`src/rtl/demux32_4_router.sv`:
```
// ---------------------------------------------------------------------------
// demux32_4_router
//   1-to-4 router for WIDTH-bit words. One valid/ready input channel is
//   steered by in_sel into one of four independent output FIFOs. Each FIFO
//   has its own valid/ready, so a stalled consumer only blocks traffic
//   bound for its own channel.
//
// Ports
//   clk        : system clock, rising edge
//   rst_n      : asynchronous active-low reset
//   in_data    : word to route
//   in_sel     : destination channel 0..3
//   in_valid   : in_data/in_sel valid
//   in_ready   : router accepts the word this cycle (combinational)
//   out_data0..3 : registered head-of-FIFO word per channel
//   out_valid  : bit n set when channel n FIFO is non-empty
//   out_ready  : bit n set when consumer n takes its head word
//   occupancy  : entry count per channel, channel n at [n*CW +: CW]
// ---------------------------------------------------------------------------
module demux32_4_router #(
   parameter int WIDTH = 32,
   parameter int DEPTH = 2
) (
   input  logic                              clk,
   input  logic                              rst_n,
   input  logic [WIDTH-1:0]                  in_data,
   input  logic [1:0]                        in_sel,
   input  logic                              in_valid,
   output logic                              in_ready,
   output logic [WIDTH-1:0]                  out_data0,
   output logic [WIDTH-1:0]                  out_data1,
   output logic [WIDTH-1:0]                  out_data2,
   output logic [WIDTH-1:0]                  out_data3,
   output logic [3:0]                        out_valid,
   input  logic [3:0]                        out_ready,
   output logic [4*($clog2(DEPTH)+1)-1:0]    occupancy
);

   localparam int PW = $clog2(DEPTH);
   localparam int CW = PW + 1;

   logic [WIDTH-1:0] r_mem   [4][DEPTH];
   logic [WIDTH-1:0] r_head  [4];
   logic [PW-1:0]    r_rdPtr [4];
   logic [PW-1:0]    r_wrPtr [4];
   logic [CW-1:0]    r_count [4];

   logic [PW-1:0]    w_rdNext [4];
   logic [3:0]       w_push;
   logic [3:0]       w_pop;
   logic             w_inReady;

   // A full channel can still accept when its consumer pops in the same
   // cycle, because the freed slot is exactly the one being written.
   assign w_inReady = rst_n && ((r_count[in_sel] < CW'(DEPTH)) || out_ready[in_sel]);
   assign in_ready  = w_inReady;

   // Per-channel push/pop strobes and the slot that becomes head after a pop.
   always_comb begin
      w_push = '0;
      w_pop  = '0;
      for (int n = 0; n < 4; n++) begin
         w_rdNext[n] = r_rdPtr[n] + 1'b1;
         w_push[n]   = in_valid && w_inReady && (in_sel == 2'(n));
         w_pop[n]    = out_valid[n] && out_ready[n];
      end
   end

   // Outputs are decoded straight from registered state.
   always_comb begin
      occupancy = '0;
      for (int n = 0; n < 4; n++) begin
         out_valid[n]            = (r_count[n] != '0);
         occupancy[n*CW +: CW]   = r_count[n];
      end
   end

   assign out_data0 = r_head[0];
   assign out_data1 = r_head[1];
   assign out_data2 = r_head[2];
   assign out_data3 = r_head[3];

   // FIFO storage, pointers, counts and the registered head word. The head
   // register is loaded with whatever becomes the oldest entry after this
   // cycle's push/pop; when a channel drains it keeps the last popped word.
   always_ff @(posedge clk or negedge rst_n) begin
      if (!rst_n) begin
         for (int n = 0; n < 4; n++) begin
            r_head[n]  <= '0;
            r_rdPtr[n] <= '0;
            r_wrPtr[n] <= '0;
            r_count[n] <= '0;
            for (int d = 0; d < DEPTH; d++) begin
               r_mem[n][d] <= '0;
            end
         end
      end else begin
         for (int n = 0; n < 4; n++) begin
            if (w_push[n]) begin
               r_mem[n][r_wrPtr[n]] <= in_data;
               r_wrPtr[n]           <= r_wrPtr[n] + 1'b1;
            end
            if (w_pop[n]) begin
               r_rdPtr[n] <= w_rdNext[n];
            end
            if (w_push[n] && !w_pop[n]) begin
               r_count[n] <= r_count[n] + 1'b1;
            end else if (!w_push[n] && w_pop[n]) begin
               r_count[n] <= r_count[n] - 1'b1;
            end
            if (w_pop[n] && (r_count[n] >= CW'(2))) begin
               r_head[n] <= r_mem[n][w_rdNext[n]];
            end else if (w_push[n] && ((r_count[n] == '0) ||
                                       (w_pop[n] && (r_count[n] == CW'(1))))) begin
               r_head[n] <= in_data;
            end
         end
      end
   end

endmodule
```
`config.mk`:
```
export PLATFORM = sky130hd
export DESIGN_NAME = demux32_4_router
export DESIGN_NICKNAME = d
export VERILOG_FILES = /design/src/rtl/demux32_4_router.sv
export SDC_FILE = /design/constraint.sdc
export NUM_CORES = 1
export LEC_CHECK = 0
export CAP_MARGIN = 10
export CORE_UTILIZATION = 56
export CTS_CLUSTER_DIAMETER = 30
export DETAILED_ROUTE_END_ITERATION = 16
export GPL_ROUTABILITY_DRIVEN = 0
export PLACE_DENSITY = 0.91
export REMOVE_ABC_BUFFERS = 1
export SLEW_MARGIN = 10
export SYNTH_ARGS = -nofsm -noshare
export SYNTH_HDL_FRONTEND = slang
export SYNTH_SLANG_ARGS = --single-unit
```
`constraint.sdc`:
```
create_clock -name clk -period 2.5 [get_ports clk]
set_input_delay 0.75 -clock clk [delete_from_list [all_inputs] [get_ports clk]]
set_output_delay 0.75 -clock clk [all_outputs]
set_load 0.02 [all_outputs]
```
Word level (Yosys, flattened, before mapping)
Index checks and enable logic that the tools add are counted.
{"block": "word_totals", "reg_bits": 400, "input_bits": 41, "out_inout_bits": 141, "elab_cells": 184}
{"block": "op_classes", "add_sub_neg": 16, "magnitude_cmp": 19, "n_eq_ne": 7, "n_mux": 45, "bitwise": 9, "reduce_logical": 64}
{"op": "2-to-1 mux 32 bit", "n": 24}
{"op": "bitwise mux 64 bit", "n": 4}
{"op": "demux 32 bit (select 1 bit)", "n": 4}
{"op": "logical AND 1 bit", "n": 34}
{"op": ">= comparator 2 bit (second input constant)", "n": 12}
{"op": "nonzero test 2 bit", "n": 12}
{"op": "2-to-1 mux 2 bit", "n": 10}
{"op": "NOT 1 -> 2 bit", "n": 8}
{"op": "equality test 2 x 1 -> 1 bit (second input constant)", "n": 5}
{"op": "zero test 2 bit", "n": 5}
{"op": "adder 1 bit (second input constant)", "n": 8}
{"op": "adder 2 x 1 -> 2 bit (second input constant)", "n": 4}
{"op": "zero test 1 bit", "n": 8}
{"op": "< comparator 2 x 1 -> 1 bit (second input constant)", "n": 4}
{"op": "subtractor 2 x 1 -> 2 bit (second input constant)", "n": 4}
{"op": "logical OR 1 bit", "n": 5}
{"op": "binary-select mux 2 bit (select 2 bit)", "n": 1}
{"op": "equality test 2 bit (second input constant)", "n": 2}
{"op": ">= comparator 3 bit (second input constant)", "n": 1}
{"op": "< comparator 2 x 3 -> 1 bit (second input constant)", "n": 1}
{"op": "NOT 2 -> 3 bit", "n": 1}
{"op": "binary-select mux 1 bit (select 2 bit)", "n": 1}
{"op": "< comparator 2 bit (second input constant)", "n": 1}
{"op": "2-to-1 mux 1 bit", "n": 1}

Logic depth before layout (Yosys ltp)
Gate-level depths: netlist (run 1).
{"block": "logic_depth", "word_depth": 13, "mapped_depth": 9}

Least setup slack after synthesis (run 1)
No wires, ideal clock.
{"block": "synth_timing", "kind": "input -> output", "startpoint": "input port out_ready[1]", "endpoint": "output port in_ready", "arrival_ns": 1.674, "path_slack_ns": 0.076, "cell_stages": 3, "cell_sequence": "or2b_1 mux4_2 and2_1"}
{"block": "synth_via", "elab_chain_len": 4}
{"item": "start: declaration", "line": "35", "rtl": "input logic [3:0] out_ready,"}
{"item": "binary-select mux 1 bit (select 2 bit)", "line": "55", "rtl": "assign w_inReady = rst_n && ((r_count[in_sel] < CW'(DEPTH)) || out_ready[in_sel]);"}
{"item": "2-to-1 mux 1 bit (implied by the code)", "line": "55"}
{"item": "logical OR 1 bit", "line": "55"}
{"item": "logical AND 1 bit", "line": "55"}
{"item": "end: declaration", "line": "29", "rtl": "output logic in_ready,"}
No other way between the ends. The select of a mux whose other input is x is not followed.

Worst setup path in the final report (run 1)
{"block": "layout_timing", "startpoint": "register r_count, in the netlist occupancy[3]", "endpoint": "output port in_ready"}
{"block": "layout_via", "elab_chain_len": 6}
{"item": "start: declaration", "line": "46", "rtl": "logic [CW-1:0] r_count [4];"}
{"item": "start signal: indexed assignment", "line": "107", "rtl": "r_count[n] <= r_count[n] + 1'b1;"}
{"item": "start signal: indexed assignment", "line": "109", "rtl": "r_count[n] <= r_count[n] - 1'b1;"}
{"item": "binary-select mux 2 bit (select 2 bit)", "line": "55"}
{"item": "2-to-1 mux 2 bit (implied by the code) (2 in series)", "line": "55"}
{"item": "< comparator 2 bit", "line": "55"}
{"item": "logical OR 1 bit", "line": "55"}
{"item": "logical AND 1 bit", "line": "55"}
No other way between the ends. The select of a mux whose other input is x is not followed.

==> results.md, run 1 <==
* Beginning of the critical path: occupancy[3]
* Crit path launch type: flop
* Worst stage delay on the critical path at 0.46 ns
* # setup viols final at 1
* Die height at 181.4 um
* Cell area after synthesis at 18020 um^2
* Cell family with most CP delay: multiplexers
* Simple-gate share of the synthesized area at 0.05582
* Final wirelength at 52170 um
* Avg Cell Area, Syn at 12.89 um^2
* Final-report hold violation count at 0
* Failing checks: negative setup slack
* Top cells by count, synth: 400 x dfrtp_1, 190 x mux2_2, 130 x mux2i_1
* Root buffer cell: clkbuf_16
* Ant diodes at 0
* Min Hold Slack at ~0.13 ns
* Status: complete, but fails checks
* WP data arrival at roughly 1.9 ns
* Worst clock skew at 0.02982 ns
* Io pins at 182
* Maximum clock frequency at about 380 MHz
* CTS Buf Count at 73
* RSZ-0062 raised after global routing: yes
* Post-CTS setup repair buffer count at 0
* Yosys warning count at 0
* Core area at roughly 32000 um^2
* Worst Tran Pin Value at 1.137 ns
* RR Startpoint: occupancy[5]
* EDFF count, synth at 0
* Leakage at 10.59 nW
* Critical-path cell list: or2b_1 > mux4_2 > and2_4 > buf_6
* Initial Util at 0.5696
* Drt wl/cell at roughly 26 um
* Clk pin slew, worst setup/hold paths at 0.05 ns
* Peak supply drop at roughly 850 uV
* Synth top area cells: dfrtp_1 56%, mux2_2 12%, mux2i_1 7.2%, mux2_4 5.0%, a22oi_1 4.0%
* Async SR Flop Fraction at 1.000
* Max-cap violation count at 0
* Hpwl dp at 28760 um
* Fin crit share at 1.049
* # fillers at between 1500 and 2000
* Largest family of logic cells by synthesized area: multiplexers
* Yosys cell types at 46
* PD cells at 1492 nW/um^2
* Sequential Area at about 10000 um^2
* Mux share of post-synthesis cell area at 0.2459
* Worst path slowest cell: mux4_2
* Yosys top cell by area: dfrtp_1
* Layout Utilization at 0.7344
* Synthesis-to-finish area growth at 28.92%
* Post-synth top area share at 0.5554
* H-tree levels at 3
* Die Wd at roughly 180 um
* TritonCTS Sinks at 400
* Adder-cell share of the synthesized area at 0.006249
* Vias at 13110
* CTS tree: done
* Synth Area in Compound Gates at 0.08457
* Detail Route Antenna Nets at 0
* Critical path type: flop to output pin
* Design area at 23230 um^2
* Initial DRC count at about 1100
* Worst-Skew Late Latency at 0.58 ns
* Crit path max fanout at 2
* Minimum clock period at 2.623 ns
* Worst Hold Class: input pin to asynchronous set/reset pin
* Clk buf depth at 3
* Post-DR vias/cell at 6.408
* Slew HR at 0.2423
* Worst EP required at between 1.5 and 2 ns
* Post-synthesis cell count at 1398
* Port bufs at 181
* PnR worst setup slack at -0.1229 ns
* Area occupied by multi-input gates at 7282 um^2
* DRC at 0
* Initial antenna violation count at 0
* Area of the die at 32900 um^2
* Setup tns final at -0.1229 ns
* Layout cells sized above 1 at 0.2940
* Top-count cell post-synth: dfrtp_1
* Vias in the first global route at approximately 14000
* Crit end category: output pin
* Final Max Slew Viols at 0
* First-pass GRT wire length at 81230 um
* Buffers & Inverters on Critical Path at 1
* Seq/Total Area, Yosys at 0.5554
* Row cnt at 65
* Global Route Usage Sum at 0.3219
* Dpl cell area at 20500 um^2
* Total grt overflow at 0
* Top FF cell, synth: dfrtp_1
* Xor/xnor share of the synthesized area at 0.007776
* Nets at around 1600
* Synth Register Bits at 400
* Pin count of the biggest net entering global routing at 197
* First-pass iteration count of the detailed router at 5
## area by class of cell
cell class | count | area share
sequential | 400 | 0.4310
multi-input combinational | 849 | 0.3134
timing repair buffer | 247 | 0.1161
clock buffer | 90 | 0.08703
clock inverter | 44 | 0.02870
tap | 402 | 0.02165
inverter | 13 | 0.002100
## per-layer routing
| layer | vias up | share of wire | global-route usage | wire (um) |
|---|---|---|---|---|
| met5 | - | 0 | 0 | 0 |
| met4 | 0 | 0.046 | 0.1661 | 2425 |
| met3 | 197 | 0.067 | 0.05515 | 3501 |
| met2 | 706 | 0.51 | 0.5534 | 26440 |
| met1 | 6796 | 0.38 | 0.3908 | 19800 |
| li1 | 5406 | - | - | - |
## per-stage QoR
stage | std cells | total power [mW] | setup WS (ns)
finish | 2045 | 34.66 | -0.1229
global route | 2045 | 35.94 | -0.1627
CTS | 2044 | 34.58 | -0.1426
detailed placement | 1910 | 23.25 | -0.8080
global placement | 1910 | 22.50 | -0.8116
floorplan | 1262 | 18.30 | -2.107
## cells by family (layout without fill, tap and decap cells)
logic type / Yosys count / in the layout
multiplexers: 387 / 387
AO/OA/AOI/OAI: 235 / 235
adder cells (fa/ha/maj): 9 / 9
XOR/XNOR: 16 / 16
AND/OR/NAND/NOR: 202 / 202
buffers and inverters: 149 / 394
flip-flops: 400 / 400
## cells in the final DEF, fill, tap and decap left out, types with 6 or more instances in the layout
cell             synthesis  final
dfrtp_1                400    396
mux2_2                 190    190
clkdlybuf4s50_1          0    168
mux2i_1                130    130
a21oi_1                 97     97
nand2_1                 95     95
a22oi_1                 95     95
clkbuf_16                0     74
nand3_1                 69     69
mux2_4                  60     60
buf_4                    6     33
o211ai_1                32     32
buf_12                   7     31
bufinv_16                0     13
xnor2_1                 12     12
inv_1                   13     11
clkbuf_8                 0     11
clkinvlp_4               0      8
clkinv_4                 0      8
nand4_1                  6      6
mux2_1                   6      6
inv_6                    0      6
## repair_timing
action | in CTS | in global routing
pin swaps | 1 | 0
gates resized for setup | 33 | 6
hold endpoints to repair | 5 | 5
endpoints found under the setup margin | 6 | 4
## flip-flops by register name, indices dropped and copies added (netlist names)
register / flops
out_data1: 32
out_data2: 32
out_data0: 32
r_mem: 256
r_rdPtr: 4
occupancy: 8
out_data3: 32
r_wrPtr: 4
## final timing paths
check / end / slack (ns) / cells after the start
max: in_ready / -0.12 / 4
min in group clk: r_mem[165] / 0.49 / 1
max reg2reg: out_data2[15] / 0.46 / 8
min: r_mem[138] / 0.13 / 2
max in group asynchronous: r_mem[189] / 1.03 / 3
min reg2reg: r_mem[165] / 0.49 / 1
## power breakdown
| group | internal, mW | leakage [nW] | switching, mW |
|---|---|---|---|
| combinational | 6.06 | 4.40 | 5.60 |
| clock | 7.16 | 1.29 | 3.56 |
| sequential | 9.64 | 4.90 | 2.63 |
| total | 22.9 | 10.6 | 11.8 |
Power figures use the tool's default switching activity.
==> run 2, diff against run 1 <==
Settings changed: TNS_END_PERCENT set to 50.
==> run 2 against run 1 <==
The flow still finishes with violations (negative setup slack). Combinational power is essentially flat. Power about the same. Global-route usage did not move. Maximum frequency about the same. Sequential power is essentially flat. Via count hardly changed. Core utilization is essentially flat. Routed wire length barely moved.
==> results.md, run 2 (synthesis results as in run 1) <==
* Total grt overflow at 0 (unchanged)
* Area occupied by multi-input gates at 7282 um^2 (unchanged)
* H-tree levels at 3 (unchanged)
* Core area at 31640 um^2 (unchanged)
* Area of the die at 32900 um^2 (unchanged)
* Max-cap violation count at 0 (unchanged)
* Worst Hold Class: input pin to asynchronous set/reset pin (unchanged)
* Die height at 181.4 um (unchanged)
* Final Max Slew Viols at 0 (unchanged)
* Sw Ratio at 0.3403 (about the same)
* Slew HR at 0.2431 (was 0.2423)
* Internal power at 22.86 mW (about the same)
* Detail Route Antenna Nets at 0 (unchanged)
* Worst Tran Pin Value at 1.135 ns (was 1.137 ns)
* Status: complete, but fails checks (unchanged)
* Die Wd at 181.4 um (unchanged)
* Layout cells sized above 1 at 0.2940 (unchanged)
* Hpwl dp at 28760 um (unchanged)
* Sequential Area at 10010 um^2 (unchanged)
* Worst clock skew at 0.02980 ns (was 0.02982 ns)
* R2r worst-path depth at 8 (unchanged)
* WP data arrival at 1.87 ns (about the same)
* Vias in the first global route at 14230 (unchanged)
* Most common cell after layout, fill and taps aside: dfrtp_1 (unchanged)
* Fin crit share at 1.049 (about the same)
* Port bufs at 181 (unchanged)
* RSZ-0062 raised after global routing: yes (unchanged)
* Leakage at 10.58 nW (was 10.59 nW)
* Comb pwr share at 0.336 (about the same)
* Place WS at -0.8080 ns (unchanged)
* Nets at 1634 (unchanged)
* Worst EP required at 1.75 ns (about the same)
* Net Switching at 11.80 mW (was 11.79 mW)
* Flop pwr share at 0.354 (about the same)
* Root buffer cell: clkbuf_16 (unchanged)
* Global Route Usage Sum at 0.3219 (unchanged)
* Clk buf depth at 3 (unchanged)
* Clk pin slew, worst setup/hold paths at 0.05 ns (about the same)
* Drt wl/cell at 25.52 um (was 25.51 um)
* Crit path max fanout at 2 (unchanged)
* # setup viols final at 1 (unchanged)
* Commonest cells after routing, fill and taps aside: 396 x dfrtp_1, 190 x mux2_2, 169 x clkdlybuf4s50_1 (was 396 x dfrtp_1, 190 x mux2_2, 168 x clkdlybuf4s50_1)
* Pin count of the biggest net entering global routing at 197 (unchanged)
* First-pass GRT wire length at 81230 um (unchanged)
* CTS Buf Count at 73 (unchanged)
* Vias at 13110 (about the same)
* Critical path type: flop to output pin (unchanged)
* Number of flip-flops under the largest register name at 256 (unchanged)
* PD cells at 1492 nW/um^2 (about the same)
* Peak supply drop at 855.0 uV (was 854.9 uV)
* Ant diodes at 0 (unchanged)
* Post-DR vias/cell at 6.411 (was 6.408)
* Initial Util at 0.5696 (unchanged)
* Worst-Skew Late Latency at 0.58 ns (about the same)
* Minimum clock period at 2.623 ns (about the same)
* Setup tns final at -0.1229 ns (about the same)
* Failing checks: negative setup slack (unchanged)
* Crit path launch type: flop (unchanged)
* CTS tree: done (unchanged)
* First-pass iteration count of the detailed router at 5 (unchanged)
* PnR worst setup slack at -0.1229 ns (about the same)
* Crit end category: output pin (unchanged)
* Initial antenna violation count at 0 (unchanged)
* Final wirelength at 52190 um (was 52170 um)
* Post-CTS setup repair buffer count at 0 (unchanged)
* Clock Power Share at 0.310 (about the same)
* # fillers at 1813 (was 1812)
* Initial DRC count at 1092 (unchanged)
* Most flops, register: r_mem (unchanged)
* Row cnt at 65 (unchanged)
* Maximum clock frequency at 381.3 MHz (about the same)
* Final-report hold violation count at 0 (unchanged)
* Io pins at 182 (unchanged)
* TritonCTS Sinks at 400 (unchanged)
* DRC at 0 (unchanged)
* Synthesis-to-finish area growth at 28.91% (was 28.92%)
[run 2: changes by cell type in the layout (fill, tap and decap cells not counted), sizes merged]
cell,change
clkdlybuf4s50,+1
dlymetal6s2s,-1
[run 2: final cells by class]
cell class                 count  share of cell area
clock buffer                  90             0.08704
clock inverter                44             0.02871
inverter                      13            0.002101
multi-input combinational    849              0.3135
sequential                   400              0.4311
tap                          402             0.02165
timing repair buffer         247              0.1160
[run 2: layer usage]
| metal | share of wire | routed length [um] | track usage | vias to the layer above |
|---|---|---|---|---|
| met1 | 0.38 | 19850 | 0.3908 | 6817 |
| li1 | - | - | - | 5405 |
| met5 | 0 | 0 | 0 | - |
| met3 | 0.067 | 3495 | 0.05515 | 194 |
| met2 | 0.51 | 26440 | 0.5534 | 695 |
| met4 | 0.046 | 2400 | 0.1661 | 0 |
[run 2: stage by stage]
step / cells / hold slack (ns) / utilization / power [mW] / instance area [um^2]
floorplan: 1262 / 0.4544 / - / 18.30 / 17270
global route: 2045 / 0.1243 / 0.7343 / 35.94 / 23230
CTS: 2044 / -0.03181 / 0.7340 / 34.58 / 23220
global placement: 1910 / 0.4673 / 0.6479 / 22.50 / 20500
finish: 2045 / 0.1316 / 0.7343 / 34.66 / 23230
detailed placement: 1910 / 0.4758 / 0.6479 / 23.25 / 20500
[run 2: repair_timing]
item,in CTS,in global routing
endpoints found under the hold margin,5,5
pin swaps,1,0
resized for setup,33,5
endpoints found under the setup margin,6,4
[run 2: path summary, 6_finish.rpt]
check	end	startpoint	slack, ns
min in group clk	r_mem[165]	r_mem[165]	0.49
worst max register to register	out_data2[15]	occupancy[5]	0.46
max in group asynchronous	r_mem[189]	rst_n	1.03
worst max-delay path	in_ready	occupancy[3]	-0.12
worst min-delay path	r_mem[138]	rst_n	0.13
worst min register to register	r_mem[165]	r_mem[165]	0.49
[run 2: power by group through the flow]
stage	logic [mW]	clock network, mW	registers (mW)
CTS	11.7	10.8	12.1
global placement	10.7	0	11.8
global route	12.4	11.1	12.4
detailed placement	11.2	0	12.0
floorplan	5.58	0	12.7
finish	11.7	10.7	12.3
[run 2: critical path: stages, from the launching register on]
cell     delay [ns]
dfrtp_1        0.34
or2b_1         0.26
mux4_2         0.46
and2_4         0.15
buf_6          0.12
